File: src/rtl/ycbcr_pkg.sv
// ycbcr_pkg: widths, symbol-slot indices and FSM states for the 4:2:2 to 4:4:4 upsampler
package ycbcr_pkg;
  localparam int SYM_W = 8;
  localparam int PAIR422_W = 4 * SYM_W;
  localparam int PAIR444_W = 6 * SYM_W;
  // Field offsets in symbols; multiply by the symbol width for bit positions
  localparam int Y0_IDX = 0;
  localparam int CB422_IDX = 1;
  localparam int Y1_IDX = 2;
  localparam int CR422_IDX = 3;
  localparam int Y_IDX = 0;
  localparam int CB_IDX = 1;
  localparam int CR_IDX = 2;
  typedef enum logic {IDLE, ACTIVE} state_t;
endpackage

File: src/rtl/ycbcr422_to_444_2pix_chroma_avg.sv
// chroma_avg: rounding average (a + b + 1) >> 1 of two W-bit samples
module chroma_avg #(
  parameter int W = 8
) (
  input  logic [W-1:0] a,
  input  logic [W-1:0] b,
  output logic [W-1:0] y
);
  logic [W:0] sum;
  always_comb begin
    sum = {1'b0, a} + {1'b0, b} + {{W{1'b0}}, 1'b1};
    y = sum[W:1];
  end
endmodule

File: src/rtl/ycbcr422_to_444_2pix.sv
// ycbcr422_to_444_2pix: 2-pixel/clock 4:2:2 to 4:4:4 chroma upsampler, 2-clock latency.
// Define YCBCR_CHROMA_INTERP_EN to interpolate odd-pixel chroma; otherwise it is replicated.
module ycbcr422_to_444_2pix
  import ycbcr_pkg::*;
#(
  parameter int BIT_PER_SYMBLE = 8,
  parameter int PIXCEL_NUM = 2
) (
  input  logic                              clk,
  input  logic                              rst,
  input  logic [PIXCEL_NUM*2*BIT_PER_SYMBLE-1:0] ycbcr422_din,
  input  logic [PIXCEL_NUM-1:0]             ycbcr422_h_sync,
  input  logic [PIXCEL_NUM-1:0]             ycbcr422_v_sync,
  input  logic [PIXCEL_NUM-1:0]             ycbcr422_de,
  output logic [PIXCEL_NUM*3*BIT_PER_SYMBLE-1:0] ycbcr_dout,
  output logic [PIXCEL_NUM-1:0]             ycbcr_h_sync,
  output logic [PIXCEL_NUM-1:0]             ycbcr_v_sync,
  output logic [PIXCEL_NUM-1:0]             ycbcr_de
);
  localparam int B = BIT_PER_SYMBLE;
  if (PIXCEL_NUM != 2) begin : g_pix_err
    $error("ycbcr422_to_444_2pix supports PIXCEL_NUM == 2 only");
  end
  logic [4*B-1:0] din1_d, din1_q;
  logic [1:0] hs1_d, hs1_q, vs1_d, vs1_q, de1_d, de1_q;
  logic [6*B-1:0] dout_d, dout_q;
  logic [1:0] hs2_d, hs2_q, vs2_d, vs2_q, de2_d, de2_q;
  state_t state_d, state_q;
  logic [B-1:0] y0, cb, y1, cr, cb1, cr1;
`ifdef YCBCR_CHROMA_INTERP_EN
  logic [B-1:0] cb_avg, cr_avg;
  logic interp;
  chroma_avg #(.W(B)) u_cb_avg (.a(cb), .b(ycbcr422_din[CB422_IDX*B +: B]), .y(cb_avg));
  chroma_avg #(.W(B)) u_cr_avg (.a(cr), .b(ycbcr422_din[CR422_IDX*B +: B]), .y(cr_avg));
`endif
  always_comb begin
    din1_d = ycbcr422_din;
    hs1_d = ycbcr422_h_sync;
    vs1_d = ycbcr422_v_sync;
    de1_d = ycbcr422_de;
    // ACTIVE exactly when S1 holds a valid pair
    state_d = ycbcr422_de[0] ? ACTIVE : IDLE;
    y0 = din1_q[Y0_IDX*B +: B];
    cb = din1_q[CB422_IDX*B +: B];
    y1 = din1_q[Y1_IDX*B +: B];
    cr = din1_q[CR422_IDX*B +: B];
`ifdef YCBCR_CHROMA_INTERP_EN
    // A lookahead pair exists only when the next input is also valid; else replicate
    interp = (state_q == ACTIVE) && ycbcr422_de[0];
    cb1 = interp ? cb_avg : cb;
    cr1 = interp ? cr_avg : cr;
`else
    cb1 = cb;
    cr1 = cr;
`endif
    dout_d = (state_q == ACTIVE) ? {cr1, cb1, y1, cr, cb, y0} : '0;
    hs2_d = hs1_q;
    vs2_d = vs1_q;
    de2_d = de1_q;
  end
  always_ff @(posedge clk) begin
    if (rst) begin
      din1_q <= '0;
      hs1_q <= '0;
      vs1_q <= '0;
      de1_q <= '0;
      state_q <= IDLE;
      dout_q <= '0;
      hs2_q <= '0;
      vs2_q <= '0;
      de2_q <= '0;
    end else begin
      din1_q <= din1_d;
      hs1_q <= hs1_d;
      vs1_q <= vs1_d;
      de1_q <= de1_d;
      state_q <= state_d;
      dout_q <= dout_d;
      hs2_q <= hs2_d;
      vs2_q <= vs2_d;
      de2_q <= de2_d;
    end
  end
  assign ycbcr_dout = dout_q;
  assign ycbcr_h_sync = hs2_q;
  assign ycbcr_v_sync = vs2_q;
  assign ycbcr_de = de2_q;
endmodule

File: config.mk
export PLATFORM = sky130hd
export DESIGN_NAME = ycbcr422_to_444_2pix
export DESIGN_NICKNAME = d
export VERILOG_FILES = /design/src/rtl/ycbcr_pkg.sv /design/src/rtl/ycbcr422_to_444_2pix_chroma_avg.sv /design/src/rtl/ycbcr422_to_444_2pix.sv
export SDC_FILE = /design/constraint.sdc
export NUM_CORES = 1
export LEC_CHECK = 0
export BUFFER_PORTS_ARGS = -buffer_cell sky130_fd_sc_hd__clkbuf_2
export CORE_ASPECT_RATIO = 1.4
export CORE_UTILIZATION = 40
export CTS_CLUSTER_DIAMETER = 30
export DETAILED_ROUTE_END_ITERATION = 8
export GPL_TIMING_DRIVEN = 1
export PLACE_DENSITY = 0.66
export SETUP_SLACK_MARGIN = 0.02
export SLEW_MARGIN = 20
export SYNTH_ARGS = -nofsm -noshare
export SYNTH_HDL_FRONTEND = slang
export SYNTH_SLANG_ARGS = --single-unit
export TNS_END_PERCENT = 100
File: constraint.sdc
create_clock -name clk -period 2.8 [get_ports clk]
set_clock_uncertainty 0.15 [all_clocks]
set_input_delay 0.56 -clock clk [delete_from_list [all_inputs] [get_ports clk]]
set_output_delay 0.56 -clock clk [all_outputs]
set_load 0.02 [all_outputs]
==> results of run 1 <==
[power by group through the flow]
stage | Combinational (µW) | Sequential, µW | Clock [µW]
6_report | 105 | 1130 | 930
3_3_place_gp | 105 | 1160 | 0
4_1_cts | 107 | 1140 | 960
5_1_grt | 116 | 1140 | 1010
3_5_place_dp | 107 | 1160 | 0
2_1_floorplan | 59.8 | 1170 | 0
[flip-flops by register name (all words and copies together) (netlist names)]
register	cells
ycbcr_dout	32
vs1_q	2
ycbcr_v_sync	2
ycbcr_de	2
hs1_q	2
din1_q	32
de1_q	2
ycbcr_h_sync	2
[Yosys cell counts]
master	number
and3b_1	32
buf_2	7
buf_4	16
buf_6	3
clkbuf_1	1
dfxtp_1	76
nor2b_1	44
[routing by layer]
metal | share of wire | wire length (µm) | global-route usage
met1 | 0.39 | 1340 | 0.131
met2 | 0.51 | 1730 | 0.206
met3 | 0.074 | 250 | 0.0465
met4 | 0.022 | 74 | 0.0652
met5 | 0 | 0 | 0
[kinds of logic after synthesis]
kind of cell  after synthesis  share of synthesized area
flops                      76                      0.670
simple gates               76                      0.245
buf+inv                    27                     0.0849
[per-stage QoR]
stage	instance area (µm²)	utilization	cells	setup WS, ps
3_3_place_gp	2650	0.483	314	1380
5_1_grt	2880	0.526	330	1190
4_1_cts	2880	0.526	330	1220
6_report	2880	0.526	330	1240
2_1_floorplan	2270	-	179	1500
3_5_place_dp	2650	0.483	314	1360
[worst max-delay path by stage]
stage / startpoint / end / cells after the start
detailed placement: de1_q[0] / ycbcr_dout[5] / 1
floorplan: ycbcr_dout[32] / ycbcr_dout[32] / 1
global route: ycbcr_dout[45] / ycbcr_dout[21] / 1
CTS: ycbcr_dout[23] / ycbcr_dout[47] / 1
finish: ycbcr_dout[23] / ycbcr_dout[47] / 1
global placement: rst / ycbcr_dout[5] / 3
[layout make-up]
cell class                 instances  area share
sequential                        76       0.528
clock inverter                     3      0.0234
tap                               68      0.0295
clock buffer                      13      0.0586
timing repair buffer              94       0.168
multi-input combinational         76       0.193
==> impl_metrics.py, run 1 <==
metrics = {
    "cts": {
        "clock_path_buffers": 2,
        "cts_htree_levels": 3,
        "numCtsBuffers": 9,
        "clock-root-buffer": "clkbuf_8",
        "cts_setup_buffers": 0,
        "clkTransAtPathRegs_ps": 80,
        "postCtsResizedCells": 0,
        "hold_buffers": 0,
        "cts_tree": "done",
        "clock_sinks": 76,
        "clk_latency_ps": 330,
    },
    "yosys": {
        "synth.top_cell.area_share": 0.670,
        "yosys.area.top_type": "dfxtp_1",
        "synthTopCellsByArea": "dfxtp_1 (67%), and3b_1 (12%), nor2b_1 (12%), buf_4 (5.3%), buf_2 (1.5%)",
        "synth_area_per_cell_um2": 12.7,
        "yosysWarnings": 0,
        "syn-instance-count": 179,
        "synth_area_um2": 2270,
        "ys_seq_elements": 76,
        "yosysSeqAreaShare": 0.670,
        "syn-num-nets": 219,
        "ys_types": 7,
    },
    "setup_path": {
        "max_stage_delay_ps": 350,
        "endpoint_kind": "output pin",
        "required_ps": 2090,
        "regToRegSetupSlack_ps": 1430,
        "cp_max_fo": 2,
        "cp_slowest_cell": "dfxtp_1",
        "critPathTopFamily": "flip-flops",
        "path_class": "reg -> out",
        "worstReg2RegEnd": "ycbcr_dout[5]",
        "r2r_start": "de1_q[0]",
        "path_buf_inv": 1,
        "cp-start-kind": "flip-flop",
        "worstPathCellList": "clkbuf_2",
        "cp_data_arrival_time_ps": 850,
        "r2r_cells": 1,
    },
    "placement": {
        "gp_congestion": 0.680,
        "io_buffers": 93,
        "hpwl_um": 2210,
    },
    "power": {
        "power_density_nw_per_um2": 752,
        "leakagePower_uw": 0.00149,
        "peakVddDrop_v": 0.000513,
        "switching_power_uw": 419,
        "swShare": 0.193,
        "comb_power_share": 0.049,
        "fin_total_pwr_uw": 2170,
        "clkPwrFrac": 0.429,
        "internal_power_uw": 1750,
        "seqPwrFrac": 0.523,
    },
    "sta": {
        "hold_viol_final": 0,
        "maxSlewHeadroom": 0.425,
        "post-route-period-util": 0.556,
        "hold_ws_ps": 285,
        "slew_viol_final": 0,
        "tightest_slew_ps": 861,
        "rsz0062_at_grt": "no",
        "layout_min_cycle_time_ps": 1560,
        "setup_viol": 0,
        "fin_setup_tns_ps": 0,
        "max_clock_freq_mhz": 642,
    },
    "die": {
        "rows": 32,
        "start_util": 0.414,
        "die_h_um": 91.1,
        "io_pins": 94,
        "dieArea_um2": 5980,
        "die_w_um": 65.7,
        "core_area_um2": 5490,
    },
    "cells_and_area": {
        "drive_gt1_frac": 0.416,
        "syn_to_final_growth_pct": 27.1,
        "n_fill_cell": 501,
        "seqCellArea_um2": 1520,
        "n_antenna_cell": 0,
        "fin_nets": 297,
        "layout_common_cells": "clkbuf_2 (93), dfxtp_1 (76), nor2b_1 (44), and3b_1 (32), clkbuf_8 (12)",
        "multi_input_area_um2": 556,
        "final_common_cell": "clkbuf_2",
    },
    "flow_run": {
        "cap_violations": 0,
    },
    "route": {
        "drt-initial-drc-count": 64,
        "drtPass1Iterations": 4,
        "routed_wl_um": 3400,
        "drc": 0,
        "vias": 1370,
        "wire_per_inst_um": 10.3,
        "ant_nets": 0,
        "vias_per_cell": 4.15,
    },
    "hold_path": {
        "hold_start": "ycbcr422_din[24]",
        "holdPathEnd": "din1_q[24]",
        "hold_depth": 2,
        "hp-class": "in -> reg",
    },
    "global_route": {
        "grt_antenna_before_repair": 0,
        "grt_pass1_wl_um": 5510,
        "grt_pass1_vias": 1250,
        "grt_overflow_total": 0,
        "grt_max_degree": 77,
        "grtUsageTotal": 0.123,
    },
    "outcome": {
        "status": "finished, final reports clean",
    },
}
(Power assumes the default switching activity.)
==> run 2, diff against run 1 <==
--- a/config.mk
+++ b/config.mk
@@ -5,13 +5,14 @@
 export SDC_FILE = /design/constraint.sdc
 export NUM_CORES = 1
 export LEC_CHECK = 0
+export ABC_AREA = 1
 export BUFFER_PORTS_ARGS = -buffer_cell sky130_fd_sc_hd__clkbuf_2
 export CORE_ASPECT_RATIO = 1.4
 export CORE_UTILIZATION = 40
 export CTS_CLUSTER_DIAMETER = 30
 export DETAILED_ROUTE_END_ITERATION = 8
 export GPL_TIMING_DRIVEN = 1
-export PLACE_DENSITY = 0.66
+export PLACE_DENSITY = 0.69
 export SETUP_SLACK_MARGIN = 0.02
 export SLEW_MARGIN = 20
 export SYNTH_ARGS = -nofsm -noshare
==> constraint.sdc (replaced) <==
create_clock -name clk -period 1.41 [get_ports clk]
set_clock_uncertainty 0.15 [all_clocks]
set_input_delay 0.282 -clock clk [delete_from_list [all_inputs] [get_ports clk]]
set_output_delay 0.282 -clock clk [all_outputs]
set_load 0.02 [all_outputs]
==> impl_metrics.py, run 2 <==
metrics = {
    "outcome": {
        "status": "finished, final reports clean",
    },
    "hold_path": {
        "hp-class": "in -> reg",
        "hold_depth": 3,
        "hold_start": "rst",
        "holdPathEnd": "ycbcr_v_sync[1]",
    },
    "cts": {
        "cts_htree_levels": 3,
        "clock-root-buffer": "clkbuf_8",
        "clock_sinks": 76,
        "numCtsBuffers": 9,
        "clkTransAtPathRegs_ps": 70,
        "postCtsResizedCells": 0,
        "clk_latency_ps": 330,
        "cts_tree": "done",
        "clock_path_buffers": 2,
    },
    "route": {
        "routed_wl_um": 4120,
        "vias": 1683,
        "vias_per_cell": 3.76,
        "drt-initial-drc-count": 62,
        "drtPass1Iterations": 3,
        "wire_per_inst_um": 9.20,
        "drc": 0,
        "ant_nets": 0,
    },
    "sta": {
        "post-route-period-util": 0.924,
        "slew_viol_final": 0,
        "rsz0062_at_grt": "no",
        "maxSlewHeadroom": 0.827,
        "max_clock_freq_mhz": 767,
        "tightest_slew_ps": 260,
        "fin_setup_tns_ps": 0,
        "hold_viol_final": 0,
        "layout_min_cycle_time_ps": 1300,
        "setup_viol": 0,
    },
    "cells_and_area": {
        "final_common_cell": "clkbuf_2",
        "layout_common_cells": "clkbuf_2 (93), inv_1 (76), dfxtp_1 (76), nor2_1 (46), dlygate4sd3_1 (38)",
        "n_antenna_cell": 0,
        "multi_input_area_um2": 365,
        "drive_gt1_frac": 0.376,
        "n_fill_cell": 485,
        "fin_nets": 415,
        "syn_to_final_growth_pct": 42.4,
        "finalInstanceArea_um2": 3360,
        "seqCellArea_um2": 1520,
    },
    "setup_path": {
        "r2r_start": "de1_q[0]",
        "regToRegSetupSlack_ps": 480,
        "critPathTopFamily": "flip-flops",
        "worstPathCellList": "clkbuf_2",
        "cp-start-kind": "flip-flop",
        "worstReg2RegEnd": "ycbcr_de[0]",
        "endpoint_kind": "output pin",
        "cp_max_fo": 2,
        "path_class": "reg -> out",
        "cp_slowest_cell": "dfxtp_1",
        "r2r_cells": 3,
        "cp_data_arrival_time_ps": 870,
        "max_stage_delay_ps": 360,
        "path_buf_inv": 1,
        "required_ps": 980,
    },
    "power": {
        "leakagePower_uw": 0.00178,
        "power_density_nw_per_um2": 1280,
        "peakVddDrop_v": 0.000894,
    },
    "yosys": {
        "synth_area_um2": 2360,
        "async_flop_share": 0,
        "synth_flop_cell": "dfxtp_1",
        "synth_commonest_cells": "dfxtp_1 (76), inv_1 (76), nor2_1 (46), nor2_2 (29), buf_4 (16)",
        "synth.top_cell.area_share": 0.644,
        "synth_area_per_cell_um2": 9.33,
        "syn-num-nets": 293,
        "ys_seq_elements": 76,
        "yosys.area.top_type": "dfxtp_1",
        "ys_types": 9,
        "synthTopCellsByArea": "dfxtp_1 (64%), inv_1 (12%), nor2_2 (7.7%), nor2_1 (7.3%), buf_4 (5.1%)",
        "yosysWarnings": 0,
        "yosysSeqAreaShare": 0.644,
        "syn-instance-count": 253,
        "synth_edf_count": 0,
    },
    "die": {
        "die_h_um": 92.9,
        "start_util": 0.421,
        "dieArea_um2": 6220,
        "core_area_um2": 5610,
        "rows": 32,
        "die_w_um": 66.9,
        "io_pins": 94,
    },
    "flow_run": {
        "cap_violations": 0,
    },
    "placement": {
        "hpwl_um": 2430,
        "placed_area_um2": 2770,
        "gp_congestion": 0.630,
        "io_buffers": 93,
    },
    "global_route": {
        "grt_pass1_vias": 1517,
        "grt_overflow_total": 0,
        "grt_antenna_before_repair": 0,
        "grt_max_degree": 27,
        "grtUsageTotal": 0.146,
        "grt_pass1_wl_um": 6430,
    },
}
==> run 2: cell count changes after synthesis <==
cell | previous run | this run
clkbuf_1 | 1 | 0
nor2b_1 | 44 | 0
inv_2 | 0 | 1
nand2_4 | 0 | 1
and3b_1 | 32 | 0
nor2_2 | 0 | 29
buf_6 | 3 | 4
inv_1 | 0 | 76
buf_2 | 7 | 4
nor2_1 | 0 | 46
==> run 2: through the flow <==
stage	hold WS, ps	cells	setup slack, ps	utilization	power, µW
3_5_place_dp	247	394	343	0.494	2550
3_3_place_gp	240	394	351	0.494	2540
6_report	244	448	107	0.600	4320
5_1_grt	260	448	51.9	0.600	4530
4_1_cts	242	448	82.8	0.600	4380
2_1_floorplan	238	253	383	-	2460
==> run 2: worst max-delay path by stage <==
stage               slack [ps]  depth (start not counted)            from        endpoint
CTS                         80                          1  ycbcr_dout[40]  ycbcr_dout[16]
finish                     110                          1  ycbcr_dout[41]  ycbcr_dout[17]
floorplan                  380                          1  ycbcr_dout[32]  ycbcr_dout[32]
global placement           350                          5             rst     ycbcr_de[0]
detailed placement         340                          5             rst     ycbcr_de[0]
global route                50                          1  ycbcr_dout[39]  ycbcr_dout[39]
==> run 2: cells by family after synthesis <==
logic type / count (synthesis) / share of synthesized area
buf+inv: 101 / 0.201
flops: 76 / 0.644
simple gates: 76 / 0.155
==> run 2: timing repair <==
| item | in CTS | in global routing |
|---|---|---|
| setup buffers | 0 | 0 |
| hold buffers | 38 | 0 |
| hold endpoints to repair | 38 | 0 |
==> run 2: cell type report <==
class	count	share of cell area
repair buffers	135	0.264
well taps	68	0.0253
flip-flops and latches	76	0.452
clock inverters	6	0.0257
inverters	77	0.0859
multi-input cells	76	0.109
clock buffers	10	0.0379
==> run 2: metal layers <==
metal  wire, µm  vias to the layer above  global-route usage
li1           -                      907                   -
met1       1640                      702               0.152
met2       2140                       65               0.239
met3        252                        9              0.0480
met4         94                        0               0.101
met5          0                        -                   0
==> run 2: where the power goes <==
part	internal [µW]	total [µW]	switching, µW
Clock	997	1740	741
Sequential	2220	2250	21.7
Combinational	170	334	164
Total	3390	4320	927
